**config.mk**
```make
export PLATFORM = sky130hd
export DESIGN_NAME = tile_readout_sequencer
export DESIGN_NICKNAME = d
export VERILOG_FILES = /design/src/rtl/gpu_pkg.sv /design/src/rtl/tr_skid2.sv /design/src/rtl/tile_readout_sequencer.sv
export SDC_FILE = /design/constraint.sdc
export NUM_CORES = 1
export LEC_CHECK = 0
export BUFFER_PORTS_ARGS = -buffer_cell sky130_fd_sc_hd__buf_2
export CORE_ASPECT_RATIO = 1.75
export CORE_UTILIZATION = 62
export CTS_CLUSTER_SIZE = 40
export DETAILED_ROUTE_END_ITERATION = 10
export GPL_TIMING_DRIVEN = 0
export HOLD_SLACK_MARGIN = 0.05
export PLACE_DENSITY = 0.89
export REMOVE_ABC_BUFFERS = 1
export SETUP_SLACK_MARGIN = 0.02
export SYNTH_ARGS = -nofsm -noshare
export SYNTH_HDL_FRONTEND = slang
export SYNTH_HIERARCHICAL = 1
export SYNTH_SLANG_ARGS = --single-unit
```
**constraint.sdc**
```tcl
create_clock -name gpu_clk -period 9.4 [get_ports gpu_clk]
set_clock_uncertainty 0.2 [all_clocks]
set_input_delay 1.88 -clock gpu_clk [delete_from_list [all_inputs] [get_ports gpu_clk]]
set_output_delay 1.88 -clock gpu_clk [all_outputs]
set_load 0.01 [all_outputs]
```
**src/rtl/gpu_pkg.sv**
```systemverilog
`default_nettype none
// +--------------------------------------------------------------------------+
// | gpu_pkg                                                                  |
// | Tile geometry, write-back entry layout and read-out sequencer states.    |
// | Rev 1.0                                                                  |
// +--------------------------------------------------------------------------+
package gpu_pkg;
  localparam int TILE_WORDS    = 512;
  localparam int WORDS_PER_ROW = 16;
  localparam int ROWS          = 32;

  // Shared with the clk-side tile master: one write-FIFO entry.
  typedef struct packed {
    logic [31:0] addr;
    logic [31:0] data;
  } wb_entry_t;

  typedef enum logic [1:0] {
    ST_IDLE  = 2'd0,
    ST_READ  = 2'd1,
    ST_DRAIN = 2'd2
  } trs_state_t;
endpackage
`default_nettype wire

```
**src/rtl/tr_skid2.sv**
```systemverilog
`default_nettype none
// +--------------------------------------------------------------------------+
// | tr_skid2                                                                 |
// | Two-entry FIFO between the tile RAM read pipe and the write FIFO.        |
// | Rev 1.0                                                                  |
// +--------------------------------------------------------------------------+
module tr_skid2 #(
  parameter int WIDTH = 64
) (
  input  logic             gpu_clk,
  input  logic             gpu_rst,
  input  logic             push,
  input  logic [WIDTH-1:0] push_data,
  input  logic             pop,
  output logic [WIDTH-1:0] head_data,
  output logic [1:0]       count,
  output logic             empty
);
  logic [WIDTH-1:0] r_mem [2];
  logic             r_rd_ptr;
  logic             r_wr_ptr;
  logic [1:0]       r_count;

  // Caller guarantees no push when full and no pop when empty.
  always_ff @(posedge gpu_clk or posedge gpu_rst) begin
    if (gpu_rst) begin
      r_mem[0] <= '0;
      r_mem[1] <= '0;
      r_rd_ptr <= 1'b0;
      r_wr_ptr <= 1'b0;
      r_count  <= 2'd0;
    end else begin
      if (push) begin
        r_mem[r_wr_ptr] <= push_data;
        r_wr_ptr        <= ~r_wr_ptr;
      end
      if (pop) begin
        r_rd_ptr <= ~r_rd_ptr;
      end
      r_count <= r_count + 2'(push) - 2'(pop);
    end
  end

  assign head_data = r_mem[r_rd_ptr];
  assign count     = r_count;
  assign empty     = (r_count == 2'd0);
endmodule
`default_nettype wire

```
**src/rtl/tile_readout_sequencer.sv**
```systemverilog
`default_nettype none
// +--------------------------------------------------------------------------+
// | tile_readout_sequencer                                                   |
// | Walks the read half of the tile RAM and pushes {address,data} entries.   |
// | Rev 1.0                                                                  |
// +--------------------------------------------------------------------------+
module tile_readout_sequencer #(
  parameter int WORDS_PER_ROW = 16,
  parameter int ROWS          = 32,
  parameter int RAM_AW        = 9,
  parameter int ADDR_W        = 32
) (
  input  logic                gpu_clk,
  input  logic                gpu_rst,
  input  logic                start,
  input  logic [ADDR_W-1:0]   addr_in,
  input  logic [15:0]         stride_in,
  output logic [RAM_AW-1:0]   ram_addr_out,
  input  logic [31:0]         ram_data,
  output logic                fifo_wrreq,
  output logic [ADDR_W+31:0]  fifo_data,
  input  logic                fifo_full,
  input  logic                drain_idle,
  output logic                reading,
  output logic                flushed
);
  import gpu_pkg::*;

  localparam int COL_W = $clog2(WORDS_PER_ROW);
  localparam int TOTAL = WORDS_PER_ROW * ROWS;

  trs_state_t        r_state;
  logic [RAM_AW:0]   r_idx;
  logic [ADDR_W-1:0] r_row_base;
  logic [15:0]       r_stride;
  logic              r_inflight;
  logic [ADDR_W-1:0] r_infl_addr;
  logic              r_reading;
  logic              r_flushed;

  logic [ADDR_W-1:0] w_issue_addr;
  logic [2:0]        w_occ;
  logic              w_issue;
  logic              w_pop;
  logic              w_last_cap;
  logic              w_skid_empty;
  logic [1:0]        w_skid_count;
  logic [ADDR_W+31:0] w_skid_head;
  wb_entry_t         w_cap;

  assign w_pop = !w_skid_empty && !fifo_full;

  // Occupancy after this cycle's pop; counting the pop keeps 1 word/cycle flowing.
  assign w_occ = {1'b0, w_skid_count} + {2'b00, r_inflight} - {2'b00, w_pop};

  assign w_issue = (r_state == ST_READ) && (r_idx < (RAM_AW + 1)'(TOTAL)) && (w_occ < 3'd2);

  assign w_issue_addr = r_row_base + ADDR_W'({r_idx[COL_W-1:0], 2'b00});

  // r_inflight always carries the most recently issued word (idx-1).
  assign w_last_cap = r_inflight && (r_idx == (RAM_AW + 1)'(TOTAL));

  assign w_cap.addr = r_infl_addr;
  assign w_cap.data = ram_data;

  always_ff @(posedge gpu_clk or posedge gpu_rst) begin
    if (gpu_rst) begin
      r_state     <= ST_IDLE;
      r_idx       <= '0;
      r_row_base  <= '0;
      r_stride    <= '0;
      r_inflight  <= 1'b0;
      r_infl_addr <= '0;
      r_reading   <= 1'b0;
      r_flushed   <= 1'b1;
    end else begin
      r_inflight <= w_issue;
      if (w_issue) begin
        r_idx       <= r_idx + 1'b1;
        r_infl_addr <= w_issue_addr;
        if (&r_idx[COL_W-1:0]) begin
          r_row_base <= r_row_base + ADDR_W'(r_stride);
        end
      end

      r_flushed <= (r_state == ST_IDLE) && w_skid_empty && drain_idle;

      case (r_state)
        ST_IDLE: begin
          if (start) begin
            r_state    <= ST_READ;
            r_idx      <= '0;
            r_row_base <= addr_in;
            r_stride   <= stride_in;
            r_reading  <= 1'b1;
            r_flushed  <= 1'b0;
          end
        end
        ST_READ: begin
          if (w_last_cap) begin
            r_state   <= ST_DRAIN;
            r_reading <= 1'b0;
          end
        end
        ST_DRAIN: begin
          if (w_skid_empty) begin
            r_state <= ST_IDLE;
          end
        end
        default: r_state <= ST_IDLE;
      endcase
    end
  end

  tr_skid2 #(
    .WIDTH(ADDR_W + 32)
  ) u_skid (
    .gpu_clk   (gpu_clk),
    .gpu_rst   (gpu_rst),
    .push      (r_inflight),
    .push_data (w_cap),
    .pop       (w_pop),
    .head_data (w_skid_head),
    .count     (w_skid_count),
    .empty     (w_skid_empty)
  );

  assign ram_addr_out = r_idx[RAM_AW-1:0];
  assign fifo_wrreq   = w_pop;
  assign fifo_data    = w_skid_head;
  assign reading      = r_reading;
  assign flushed      = r_flushed;
endmodule
`default_nettype wire

```
==> results.md, run 1 <==
- The run finished with clean final reports.
- The netlist area before placement is 0.0115 sq mm.
- At the placement stage, the worst setup path has a slack of 3590 ps.
- After clock tree synthesis, the clock-pin slew on the worst setup and hold paths is 60 ps.
- Dividing total power by cell area gives a power density of 263 mW/mm^2.
- The tree is rooted in a sky130_fd_sc_hd__clkbuf_16.
- At the end of routability-driven placement, the weighted congestion stood at 0.934.
- The number of hold buffers added after CTS was 0.
- Entering global routing, the biggest net connects 73 pins.
- The first global-routing pass estimated 40500 um of wire.
- The required time of the worst setup path is 9620 ps.
- After synthesis, the netlist uses 58 different library cells.
- The count of endpoints failing setup in the final report is 0.
- The path type of the worst min-delay path is flip-flop to flip-flop.
- In this run, synthesis inferred 0 flip-flops with an integrated enable.
- The share of flip-flops with an asynchronous set or reset is 1.00.
- Using the TritonRoute via totals, the vias-per-cell ratio works out to 5.81.
- The via count of the first global-routing pass is 8385.
- The total count of hold-check failures in the final report is 0.
- The DRC violation count after routing is 0.
- The type of element capturing the critical path is a flip-flop.
- The routed design uses 968 um of met3 wire.
- The class of the most critical setup path is input port to flip-flop.
- The TritonCTS clock tree is done.
- The startpoint identified for the worst register-to-register timing path is u_skid/count[1]$_DFF_PP0_.
- The number of diodes is 0.
- In the final layout, the multi-input gates occupy 0.00536 sq mm.
- The data arrival at the endpoint of the critical path is 5580 ps.
- The worst hold path begins at r_stride[2]$_DFFE_PP0P_.
- The detail-routed net length per standard cell is 17.7 um.
- The fraction of the cycle the final worst path needs is 0.570.
- The count of warnings emitted by yosys is 6.
- The wire length after detailed routing is 24400 um.
- In this run the tightest slew margin relative to its limit is 0.324.
- Setup slack on the critical path of the routed design comes to 4040 ps.
- The area growth from synthesis to layout is 13.6%.
- Of the cells placed in the final design, the portion with a size suffix greater than 1 is 0.351.
- The sequential cells in the finished layout cover a total of 0.00569 sq mm.
- After floorplanning, the core was sized to cover 0.0181 sq mm.
- The post-route met1 wirelength is 9500 um.
- In the final timing run, aggregate negative setup slack is 0 ps.
- The number of gates given a new drive strength after cts is 0.
- The launching element of the worst setup path is fifo_full.
- Input and output buffers added on the ports amount to 160.
- The worst-path maximum fanout is 11.
- The instance count of the mapped netlist is 997.
- The dominant cell type by area after synthesis is sky130_fd_sc_hd__dfrtp_1.
- After global routing the overflow that remains totals 0.
- The clock latency on the worst-skew pair is 500 ps.
- After layout, the minimum clock period comes to 5360 ps.
- In this run the number of H-tree levels came out at 1.
- The post-synthesis sequential element count is 227.
- The total of fill cells in the finished design is 1242.
- By area the synthesized netlist is led by sky130_fd_sc_hd__dfrtp_1, sky130_fd_sc_hd__mux2_2, sky130_fd_sc_hd__mux2_4, sky130_fd_sc_hd__nand2_1, sky130_fd_sc_hd__xor2_1.
- The number of pins exceeding their max-slew limit in the final report is 0.
- The half-perimeter wire length after detailed placement is 16400 um.
- During I/O placement, the number of pins put on the boundary was 161.
- The initial antenna violation count is 0.
- The transition at the pin with the smallest max-transition slack is 1010 ps.
- TritonCTS created 21 clock buffers.
- The number of antenna-violating nets in the routed design is 0.
- The DRC violation total after the first TritonRoute iteration is 482.
- In the global route stage, overall resource usage came out at 0.262.
- The floorplan has 65 rows.
- Of the synthesized area, sequential elements account for 0.492.
- The static power due to leakage is 6.42 nW.
- The main flop type after synthesis is sky130_fd_sc_hd__dfrtp_1.
- The max capacitance violation total is 0.
- The starting density of the core is 0.636.
- The startpoint class of the critical path is an input port.
- The peak clock frequency supported by timing is 0.187 GHz.
- The die is 105 um wide.
- The uppermost layer routed is met4.
- No sink is reached through more buffers than the 3 on the longest clock path.
- The pre-antenna-repair detailed-routing pass consisted of 4 iterations.
- IR analysis of the VDD net gives a maximum drop of 0.000227 V.
- The via count is 8001.
- Clock tree synthesis found a total of 227 sinks.
- In the final design database the tool counted 1243 nets.
- In this run the mean area of a mapped cell was 11.6 sq um.
- After detailed routing, the met2 layer carries 13200 um of wire.
- The buffers inserted during post-CTS setup optimization is 0.
- Setup repair after global routing left no endpoint under its margin.
- Of the post-synthesis cell area, the dominant cell type holds 0.490.
- In this run the vertical extent of the chip is 182 um.
- The floorplan step defined a die boundary enclosing 0.0192 sq mm.
synthesized netlist by cell type (4+ instances only):
| cell type | number |
|---|---|
| sky130_fd_sc_hd__xnor2_1 | 29 |
| sky130_fd_sc_hd__dfrtp_1 | 226 |
| sky130_fd_sc_hd__mux2_2 | 127 |
| sky130_fd_sc_hd__mux2_1 | 5 |
| sky130_fd_sc_hd__buf_2 | 10 |
| sky130_fd_sc_hd__nand3_1 | 15 |
| sky130_fd_sc_hd__nor3_1 | 7 |
| sky130_fd_sc_hd__buf_6 | 7 |
| sky130_fd_sc_hd__a21o_1 | 8 |
| sky130_fd_sc_hd__inv_1 | 19 |
| sky130_fd_sc_hd__and2_1 | 5 |
| sky130_fd_sc_hd__or3_1 | 4 |
| sky130_fd_sc_hd__ha_1 | 25 |
| sky130_fd_sc_hd__a211oi_1 | 4 |
| sky130_fd_sc_hd__xor2_1 | 36 |
| sky130_fd_sc_hd__nand2_1 | 144 |
| sky130_fd_sc_hd__o21ai_0 | 44 |
| sky130_fd_sc_hd__buf_4 | 11 |
| sky130_fd_sc_hd__nor2b_1 | 4 |
| sky130_fd_sc_hd__nand4_1 | 10 |
| sky130_fd_sc_hd__buf_12 | 6 |
| sky130_fd_sc_hd__o21ai_1 | 17 |
| sky130_fd_sc_hd__clkbuf_1 | 22 |
| sky130_fd_sc_hd__a21oi_1 | 41 |
| sky130_fd_sc_hd__and3_1 | 11 |
| sky130_fd_sc_hd__nor2_1 | 47 |
| sky130_fd_sc_hd__mux2_4 | 60 |
| sky130_fd_sc_hd__o2111ai_1 | 4 |
power by group:
group	switching (mW)	leakage [nW]	internal (mW)
sequential	0.202	2.96	1.20
combinational	0.569	3.13	0.617
clock	0.357	0.334	0.511
stage by stage:
| stage | utilization | instance area, sq um | std cells | hold slack [ps] | total power, mW |
|---|---|---|---|---|---|
| CTS | 0.721 | 13100 | 1376 | 287 | 3.47 |
| detailed placement | 0.683 | 12400 | 1340 | 268 | 2.58 |
| finish | 0.723 | 13100 | 1377 | 283 | 3.45 |
| floorplan | - | 11100 | 938 | 250 | 2.19 |
| global route | 0.723 | 13100 | 1377 | 307 | 3.62 |
| global placement | 0.673 | 12200 | 1332 | 253 | 2.51 |
layout by cell type, fill, tap and decap left out, types with 5 or more instances in the layout:
cell / instances
sky130_fd_sc_hd__dfrtp_1: 225
sky130_fd_sc_hd__buf_2: 160
sky130_fd_sc_hd__mux2_4: 60
sky130_fd_sc_hd__mux2_1: 5
sky130_fd_sc_hd__clkbuf_16: 21
sky130_fd_sc_hd__nand2_1: 144
sky130_fd_sc_hd__xor2_1: 36
sky130_fd_sc_hd__clkbuf_1: 5
sky130_fd_sc_hd__inv_1: 17
sky130_fd_sc_hd__a21o_1: 8
sky130_fd_sc_hd__a21oi_1: 41
sky130_fd_sc_hd__xnor2_1: 29
sky130_fd_sc_hd__and3_1: 11
sky130_fd_sc_hd__o21ai_0: 44
sky130_fd_sc_hd__ha_1: 25
sky130_fd_sc_hd__nor3_1: 7
sky130_fd_sc_hd__nand4_1: 10
sky130_fd_sc_hd__nand3_1: 15
sky130_fd_sc_hd__mux2_2: 127
sky130_fd_sc_hd__o21ai_1: 17
sky130_fd_sc_hd__nor2_1: 47
critical path: stages:
cell and delay (ps):
sky130_fd_sc_hd__buf_2 100, sky130_fd_sc_hd__nor2_1 280, sky130_fd_sc_hd__ha_1 290, sky130_fd_sc_hd__nor2b_1 130, sky130_fd_sc_hd__fa_1 460, sky130_fd_sc_hd__nor2_1 150, sky130_fd_sc_hd__nor4b_2 540, sky130_fd_sc_hd__buf_4 260
sky130_fd_sc_hd__buf_4 180, sky130_fd_sc_hd__nand4_1 110, sky130_fd_sc_hd__a21oi_1 610, sky130_fd_sc_hd__o2111ai_1 250, sky130_fd_sc_hd__xor2_1 200, sky130_fd_sc_hd__o21ai_1 120
flip-flops by register name (all words and copies together), names as in the netlist:
name / flops
r_stride: 16
flushed: 1
u_skid/r_wr_ptr: 1
reading: 1
r_state: 2
r_infl_addr: 32
u_skid/r_rd_ptr: 1
r_inflight: 1
r_idx: 10
r_row_base: 32
u_skid/count: 2
u_skid/r_mem: 128
cells by family (layout without fill, tap and decap cells):
group | Yosys count | count (layout) | synth area share
xor+xnor | 65 | 65 | 0.0493
buf+inv | 79 | 225 | 0.0434
compound gates | 139 | 139 | 0.0697
flops | 227 | 227 | 0.492
mux | 195 | 195 | 0.209
fa+ha+maj | 28 | 28 | 0.0323
simple gates | 264 | 264 | 0.103
layout make-up:
| cell class | instances | share of cell area |
|---|---|---|
| Clock buffer | 28 | 0.0436 |
| Clock inverter | 8 | 0.00945 |
| Inverter | 20 | 0.00630 |
| Multi-Input combinational cell | 691 | 0.409 |
| Sequential cell | 227 | 0.434 |
| Tap cell | 234 | 0.0223 |
| Timing Repair Buffer | 169 | 0.0752 |
path summary, 6_finish.rpt:
path | slack, ps | cells past startpoint | endpoint
hold reg to reg | 280 | 2 | r_stride[2]$_DFFE_PP0P_
hold / removal | 280 | 2 | r_stride[2]$_DFFE_PP0P_
setup / recovery | 4040 | 14 | r_row_base[27]$_DFF_PP0_
min in group asynchronous | 1240 | 2 | reading$_DFFE_PP0P_
setup reg to reg | 4960 | 14 | r_row_base[27]$_DFF_PP0_
max in group asynchronous | 6980 | 3 | u_skid/r_mem[113]$_DFFE_PP0P_
layer usage:
layer,vias up,global-route usage
li1,3717,-
met1,3984,0.308
met2,239,0.481
met3,61,0.0289
met4,0,0.110
met5,-,0
(Power assumes the default switching activity.)
==> inputs of run 2 (changes only) <==
Settings changed: CORE_UTILIZATION 62 to 58, PLACE_DENSITY 0.89 to 0.84.
Clock period 9.4 ns to 4.95 ns, I/O delays scaled along.
==> run 2 against run 1 <==
- largest cell class unchanged
- hold slack got worse by 13 ps
- critical path depth decreased by 3
- sequential share of layout area about the same
- count of clock-buffer cells in the layout up 4
==> results.md, run 2 (same netlist as run 1, synthesis figures left out) <==
- The width of the die came to 109 um (+3.3%).
- The final layout net count is 1242 (-0.080%).
- On the critical path, the stage with the largest delay is an instance of sky130_fd_sc_hd__or4_4.
- The half-perimeter wire length after detailed placement is 16300 um (-0.74%).
- The floorplan row count is 67 (+3.1%).
- The TritonCTS clock tree is done.
- The count of endpoints failing setup in the final report is 0 (unchanged).
- The maximum level of the CTS H-tree is 1 (unchanged).
- The via count of the first global-routing pass is 7890 (-5.9%).
- The total count of hold-check failures in the final report was 0 (unchanged).
- The number of I/O port buffers is 160 (unchanged).
- In the layout the commonest cells are sky130_fd_sc_hd__dfrtp_1, sky130_fd_sc_hd__buf_2, sky130_fd_sc_hd__nand2_1, sky130_fd_sc_hd__mux2_2, sky130_fd_sc_hd__mux2_4.
- The final global-route overflow total is 0 (unchanged).
- The area growth from synthesis to layout came to 13.5% (about the same).
- The I/O pin total came to 161 (unchanged).
- Dividing the final minimum period by the clock period gives 0.874.
- The required time of the worst setup path was 5130 ps (-4490 ps).
- The number of antenna-violating nets in the routed design came to 0 (unchanged).
- The all-layer global routing usage is 0.235 (-0.0271).
- The detail-routed net length per standard cell is 16.9 um (-4.4%).
- The sink count of the clock tree came to 227 (unchanged).
- The biggest cell delay along the critical path is 810 ps (+200 ps).
- The run finished with clean final reports.
- The placeable core region was 0.0193 sq mm (+6.3%).
- The type of element capturing the critical path is a flip-flop.
- The clock latency on the worst-skew pair is 510 ps (about the same).
- The DRC violation count after routing is 0 (unchanged).
- The sequential group share of total power is 0.408 (+0.003).
- The internal power component is 4.41 mW (+90%).
- The power density over cell area is 496 mW/mm^2 (+88%).
- The weighted congestion reported at the end of routability-driven placement is 0.918 (-1.7%).
- Setup repair after global routing left no endpoint under its margin.
- The switching power total is 2.08 mW (+85%).
- The routed via count divided by cell count came to 5.55 (-4.4%).
- The number of pins exceeding their max-slew limit in the final report is 0 (unchanged).
- The switching part of the total power was 0.321 (-0.00593).
- The number of diodes is 0 (unchanged).
- The number of buffers added by the clock tree synthesis step is 21 (unchanged).
- The fraction of power consumed by the clock network came to 0.256 (+0.005).
- The number of flip-flops in the largest register was 128 (unchanged).
- The initial antenna violation count is 0 (unchanged).
- The max-slew headroom at the worst pin was 0.156 (-0.167).
- The family of cells with the greatest summed delay on the critical path is simple AND/OR/NAND/NOR gates.
- The peak clock frequency supported by timing is 0.231 GHz.
- The maximum buffer depth of the clock tree is 3 (unchanged).
- The hold-fix buffer count after cts is 0 (unchanged).
- The wire length after detailed routing was 23500 um (-3.8%).
- The time the worst path needs with I/O delays and setup is 4330 ps.
- The buffering stage count on the worst path with inverters included was 1 (-2).
- The static power due to leakage is 6.42 nW (about the same).
- The worst-path maximum fanout is 64 (+53).
- The largest registers in the layout are u_skid/r_mem x128, r_infl_addr x32, r_row_base x32.
- The max capacitance violation total is 0 (unchanged).
- The maximum number of pins on one net before global-route repair is 71 (-2.7%).
- The class of the most critical setup path is input port to flip-flop.
- The min-delay analysis places its worst path in the category flip-flop to flip-flop.
- The starting density of the core is 0.598 (-0.0378).
- The data arrival at the endpoint of the critical path is 4510 ps (-1070 ps).
- The vertical die dimension came to 189 um (+3.4%).
- The transition at the pin with the smallest max-transition slack is 1260 ps (+248 ps).
- The final total negative setup slack is 0 ps (unchanged).
- Traced cell by cell, the critical path runs through buf_2 -> nor2_1 -> ha_1 -> nor2b_1 -> fa_1 -> or4_4 -> or2_1 -> and3_1 -> a21oi_1 -> o311a_1 -> nand2_1.
- The logic gate share of total power is 0.336 (-0.008).
- The master cell of the clock root buffer is sky130_fd_sc_hd__clkbuf_16.
- The DRC violation total after the first TritonRoute iteration is 406 (-16%).
- The maximum resistive drop on vdd came to 0.000405 V (+78%).
- The number of gates given a new drive strength after cts is 0 (unchanged).
- The via count is 7690 (-3.9%).
- The wire length of the first global-routing pass is 38500 um (-4.9%).
- The startpoint class of the critical path is an input port.
- The clock transition at the register clock pins on the worst setup and hold paths after CTS is 70 ps (about the same).
- The buffers inserted during post-CTS setup optimization came to 0 (unchanged).
- The number of search-and-repair iterations in the first detailed-routing pass is 4 (unchanged).
- The share of cells above drive strength 1 is 0.351 (about the same).
- The most common cell after layout, fill and taps aside is sky130_fd_sc_hd__dfrtp_1.
- The area of the die is 0.0205 sq mm (+6.8%).
- The register with the most flip-flops in the final layout is u_skid/r_mem.
- The power after layout is 6.49 mW (+88%).
run 2: area by class of cell:
type / instances / area (sq um)
clock inverters: 6 / 91.3
fillers: 1494 / 6180
inverters: 20 / 82.6
repair buffers: 168 / 958
clock buffers: 32 / 617
flip-flops and latches: 227 / 5690
well taps: 241 / 302
multi-input cells: 691 / 5360
run 2: worst min-delay path: stages, from the launching register on:
cell,delay (ps)
sky130_fd_sc_hd__dfrtp_1,330
sky130_fd_sc_hd__nand2_1,50
sky130_fd_sc_hd__nand2_1,60
run 2: power by group through the flow:
stage | registers, mW | clock network, mW | logic, mW
after CTS | 2.65 | 1.69 | 2.21
after global routing | 2.71 | 1.76 | 2.39
final | 2.65 | 1.66 | 2.18
after floorplan | 2.56 | 0 | 1.61
after global placement | 2.64 | 0 | 2.14
after detailed placement | 2.68 | 0 | 2.19
run 2: per-layer routing:
layer / track usage / vias to the layer above / share of wire
met4: 0.0712 / 0 / 0.023
met2: 0.436 / 171 / 0.53
met1: 0.277 / 3782 / 0.40
li1: - / 3699 / -
met5: 0 / - / 0
met3: 0.0256 / 38 / 0.038
run 2: final timing paths:
| check | from | to | slack (ps) | cells past startpoint |
|---|---|---|---|---|
| worst max-delay path | fifo_full | r_row_base[15]$_DFF_PP0_ | 620 | 11 |
| worst min-delay path | reading$_DFFE_PP0P_ | reading$_DFFE_PP0P_ | 270 | 2 |
| worst max register to register | u_skid/count[1]$_DFF_PP0_ | r_row_base[15]$_DFF_PP0_ | 680 | 11 |
| worst min register to register | reading$_DFFE_PP0P_ | reading$_DFFE_PP0P_ | 270 | 2 |
| max in group asynchronous | gpu_rst | u_skid/r_mem[58]$_DFFE_PP0P_ | 3420 | 3 |
| min in group asynchronous | gpu_rst | u_skid/r_mem[92]$_DFFE_PP0P_ | 360 | 2 |
run 2: through the flow:
step	hold slack (ps)	util	area, sq um	setup WS, ps	std cells
6_report	270	0.679	13100	623	1385
5_1_grt	306	0.679	13100	369	1385
4_1_cts	275	0.679	13100	632	1385
3_5_place_dp	258	0.643	12400	124	1347
3_3_place_gp	255	0.634	12200	-2050	1339
2_1_floorplan	250	-	11100	-310	938
==> inputs of run 3 (changes only) <==
Settings changed: CORE_UTILIZATION 58 to 25, PLACE_DENSITY 0.84 to 0.45.
==> run 3 against run 2 <==
- combinational power increased by 5%
- setup slack worse by 8.1 ps
- design area grew 4.9%
- sequential power shrank 2%
- flip-flop and latch count unchanged
- utilization is 38 points lower
- via count fell by 1.8%
- die area rose by 130%
- count of clock-buffer cells in the layout increased by 7
- critical endpoint is now r_row_base[25]$_DFF_PP0_
- largest cell class unchanged
==> results.md, run 3 (same netlist as run 1, synthesis figures left out) <==
- The final layout net count was 1248 (+0.48%).
- The largest registers in the layout are u_skid/r_mem x128, r_infl_addr x32, r_row_base x32.
- The smallest hold slack is 278 ps (+7.72 ps).
- The fraction of the cycle the final worst path needs is 0.876 (+0.00163).
- The startpoint class of the critical path is an input port.
- Compared with the post-synthesis result, the final layout area differs by 19.0%.
- The number of I/O port buffers is 160 (unchanged).
- The type of element capturing the critical path is a flip-flop.
- The floorplan row count is 103 (+54%).
- The half-perimeter wire length after detailed placement came to 20000 um (+23%).
- The clock latency on the worst-skew pair is 540 ps (+30 ps).
- The transition at the pin with the smallest max-transition slack came to 1210 ps (-52.0 ps).
- The vertical die dimension is 286 um (+52%).
- The number of gates given a new drive strength after cts is 0 (unchanged).
- The path class of the tightest hold or removal check is flip-flop to flip-flop.
- The clock transition at the register clock pins on the worst setup and hold paths after CTS came to 70 ps (about the same).
- The routed via count divided by cell count is 4.36 (-21%).
- The maximum number of pins on one net before global-route repair is 68 (-4.2%).
- The count of endpoints failing setup in the final report is 0 (unchanged).
- The critical path in this run is classified as input port to flip-flop.
- The via count came to 7555 (-1.8%).
- The max-slew headroom at the worst pin is 0.180 (+0.0239).
- The final cell count without fillers is 1733 (+25%).
- The initial antenna violation count is 1 (+1).
- The maximum resistive drop on vdd is 0.000303 V (-25%).
- The data arrival at the endpoint of the critical path came to 4600 ps (+90 ps).
- The maximum buffer depth of the clock tree is 3 (unchanged).
- The worst-path maximum fanout is 64 (unchanged).
- The post-route cell area was 0.0137 sq mm (+4.9%).
- The all-layer global routing usage is 0.123 (-0.112).
- The via count of the first global-routing pass is 8085 (+2.5%).
- The total count of hold-check failures in the final report is 0 (unchanged).
- The number of buffers added by the clock tree synthesis step was 26 (+24%).
- The area of the die is 0.0471 sq mm (+130%).
- The placeable core region is 0.0454 sq mm (+140%).
- The power density over cell area is 503 mW/mm^2 (+1.4%).
- The width of the die is 164 um (+51%).
- The sink count of the clock tree is 227 (unchanged).
- u_skid/r_mem holds more flip-flops than any other register.
- The run finished with clean final reports.
- The share of cells above drive strength 1 came to 0.357 (+0.00619).
- The placed instance area was 0.0128 sq mm (+3.5%).
- The weighted congestion reported at the end of routability-driven placement is 0.792 (-14%).
- The buffers inserted during post-CTS setup optimization was 0 (unchanged).
- The top cell types in the final layout, fill and taps aside, are sky130_fd_sc_hd__dfrtp_1, sky130_fd_sc_hd__buf_2, sky130_fd_sc_hd__nand2_1, sky130_fd_sc_hd__mux2_2, sky130_fd_sc_hd__mux2_4.
- The library cell used most frequently in the layout, excluding fill and tap cells, is sky130_fd_sc_hd__dfrtp_1.
- The number of antenna-violating nets in the routed design is 0 (unchanged).
- The TritonCTS clock tree is done.
- The power after layout is 6.91 mW (+6.4%).
- The time the worst path needs with I/O delays and setup is 4340 ps (+8.07 ps).
- The wire length after detailed routing was 28200 um (+20%).
- The hold-fix buffer count after cts was 0 (unchanged).
- The number of pins exceeding their max-slew limit in the final report is 0 (unchanged).
- The starting density of the core came to 0.254 (-0.344).
- The placed instance count is 1684 (+25%).
- The wire length of the first global-routing pass is 45400 um (+18%).
- The required time of the worst setup path is 5220 ps (+90 ps).
- The DRC violation count after routing was 0 (unchanged).
- The total of fill cells in the finished design is 4705 (+210%).
- The peak clock frequency supported by timing is 0.231 GHz (-0.19%).
- The I/O pin total was 161 (unchanged).
- The detail-routed net length per standard cell was 16.3 um (-4.0%).
- The maximum level of the CTS H-tree is 1 (unchanged).
- Setup repair after global routing left no endpoint under its margin.
- The final global-route overflow total is 0 (unchanged).
- The static power due to leakage is 6.52 nW (+1.6%).
- The DRC violation total after the first TritonRoute iteration is 288 (-29%).
- The master cell of the clock root buffer is sky130_fd_sc_hd__clkbuf_16.
- The number of flip-flops in the largest register came to 128 (unchanged).
- The number of search-and-repair iterations in the first detailed-routing pass is 4 (unchanged).
- The max capacitance violation total is 0 (unchanged).
-- run 3: through the flow --
| step | setup TNS, ps | utilization | worst slack [ps] |
|---|---|---|---|
| floorplan | -3480 | - | -310 |
| global placement | -301100 | 0.279 | -2830 |
| detailed placement | -3.04 | 0.283 | -3.04 |
| CTS | 0 | 0.303 | 504 |
| global route | 0 | 0.303 | 239 |
| finish | 0 | 0.303 | 614 |
-- run 3: area by class of cell --
| cell class | count | area [sq um] | share of cell area |
|---|---|---|---|
| Antenna cell | 1 | 2.50 | 0.000182 |
| Clock buffer | 39 | 771 | 0.0561 |
| Clock inverter | 9 | 135 | 0.00984 |
| Inverter | 20 | 82.6 | 0.00601 |
| Multi-Input combinational cell | 691 | 5370 | 0.391 |
| Sequential cell | 227 | 5690 | 0.414 |
| Tap cell | 577 | 722 | 0.0526 |
| Timing Repair Buffer | 169 | 971 | 0.0707 |
-- run 3: routing by layer --
metal,wire [um],track usage
met1,11700,0.141
met2,14900,0.228
met3,1100,0.0176
met4,552,0.0401
met5,0,0
-- run 3: path summary, 6_finish.rpt --
kind,slack [ps],end,startpoint,cells past startpoint
worst max-delay path,610,r_row_base[25]$_DFF_PP0_,fifo_full,11
worst min-delay path,280,reading$_DFFE_PP0P_,reading$_DFFE_PP0P_,2
worst max register to register,620,r_row_base[25]$_DFF_PP0_,u_skid/count[1]$_DFF_PP0_,11
worst min register to register,280,reading$_DFFE_PP0P_,reading$_DFFE_PP0P_,2
max in group asynchronous,3410,u_skid/r_mem[63]$_DFFE_PP0P_,gpu_rst,3
min in group asynchronous,320,r_state[1]$_DFFE_PP0P_,gpu_rst,2
-- run 3: where the power goes --
group | internal, mW | switching, mW | total, mW
Sequential | 2.27 | 0.319 | 2.59
Combinational | 1.18 | 1.10 | 2.28
Clock | 1.24 | 0.798 | 2.03
Total | 4.69 | 2.22 | 6.91
-- run 3: critical path: stages --
cell and delay [ps]:
sky130_fd_sc_hd__buf_2 90, sky130_fd_sc_hd__nor2_1 260, sky130_fd_sc_hd__ha_1 290, sky130_fd_sc_hd__nor2b_1 140, sky130_fd_sc_hd__fa_1 450, sky130_fd_sc_hd__or4_4 820, sky130_fd_sc_hd__or2_1 710, sky130_fd_sc_hd__nor2_8 320
sky130_fd_sc_hd__o2111ai_1 190, sky130_fd_sc_hd__xor2_1 200, sky130_fd_sc_hd__o21ai_1 120
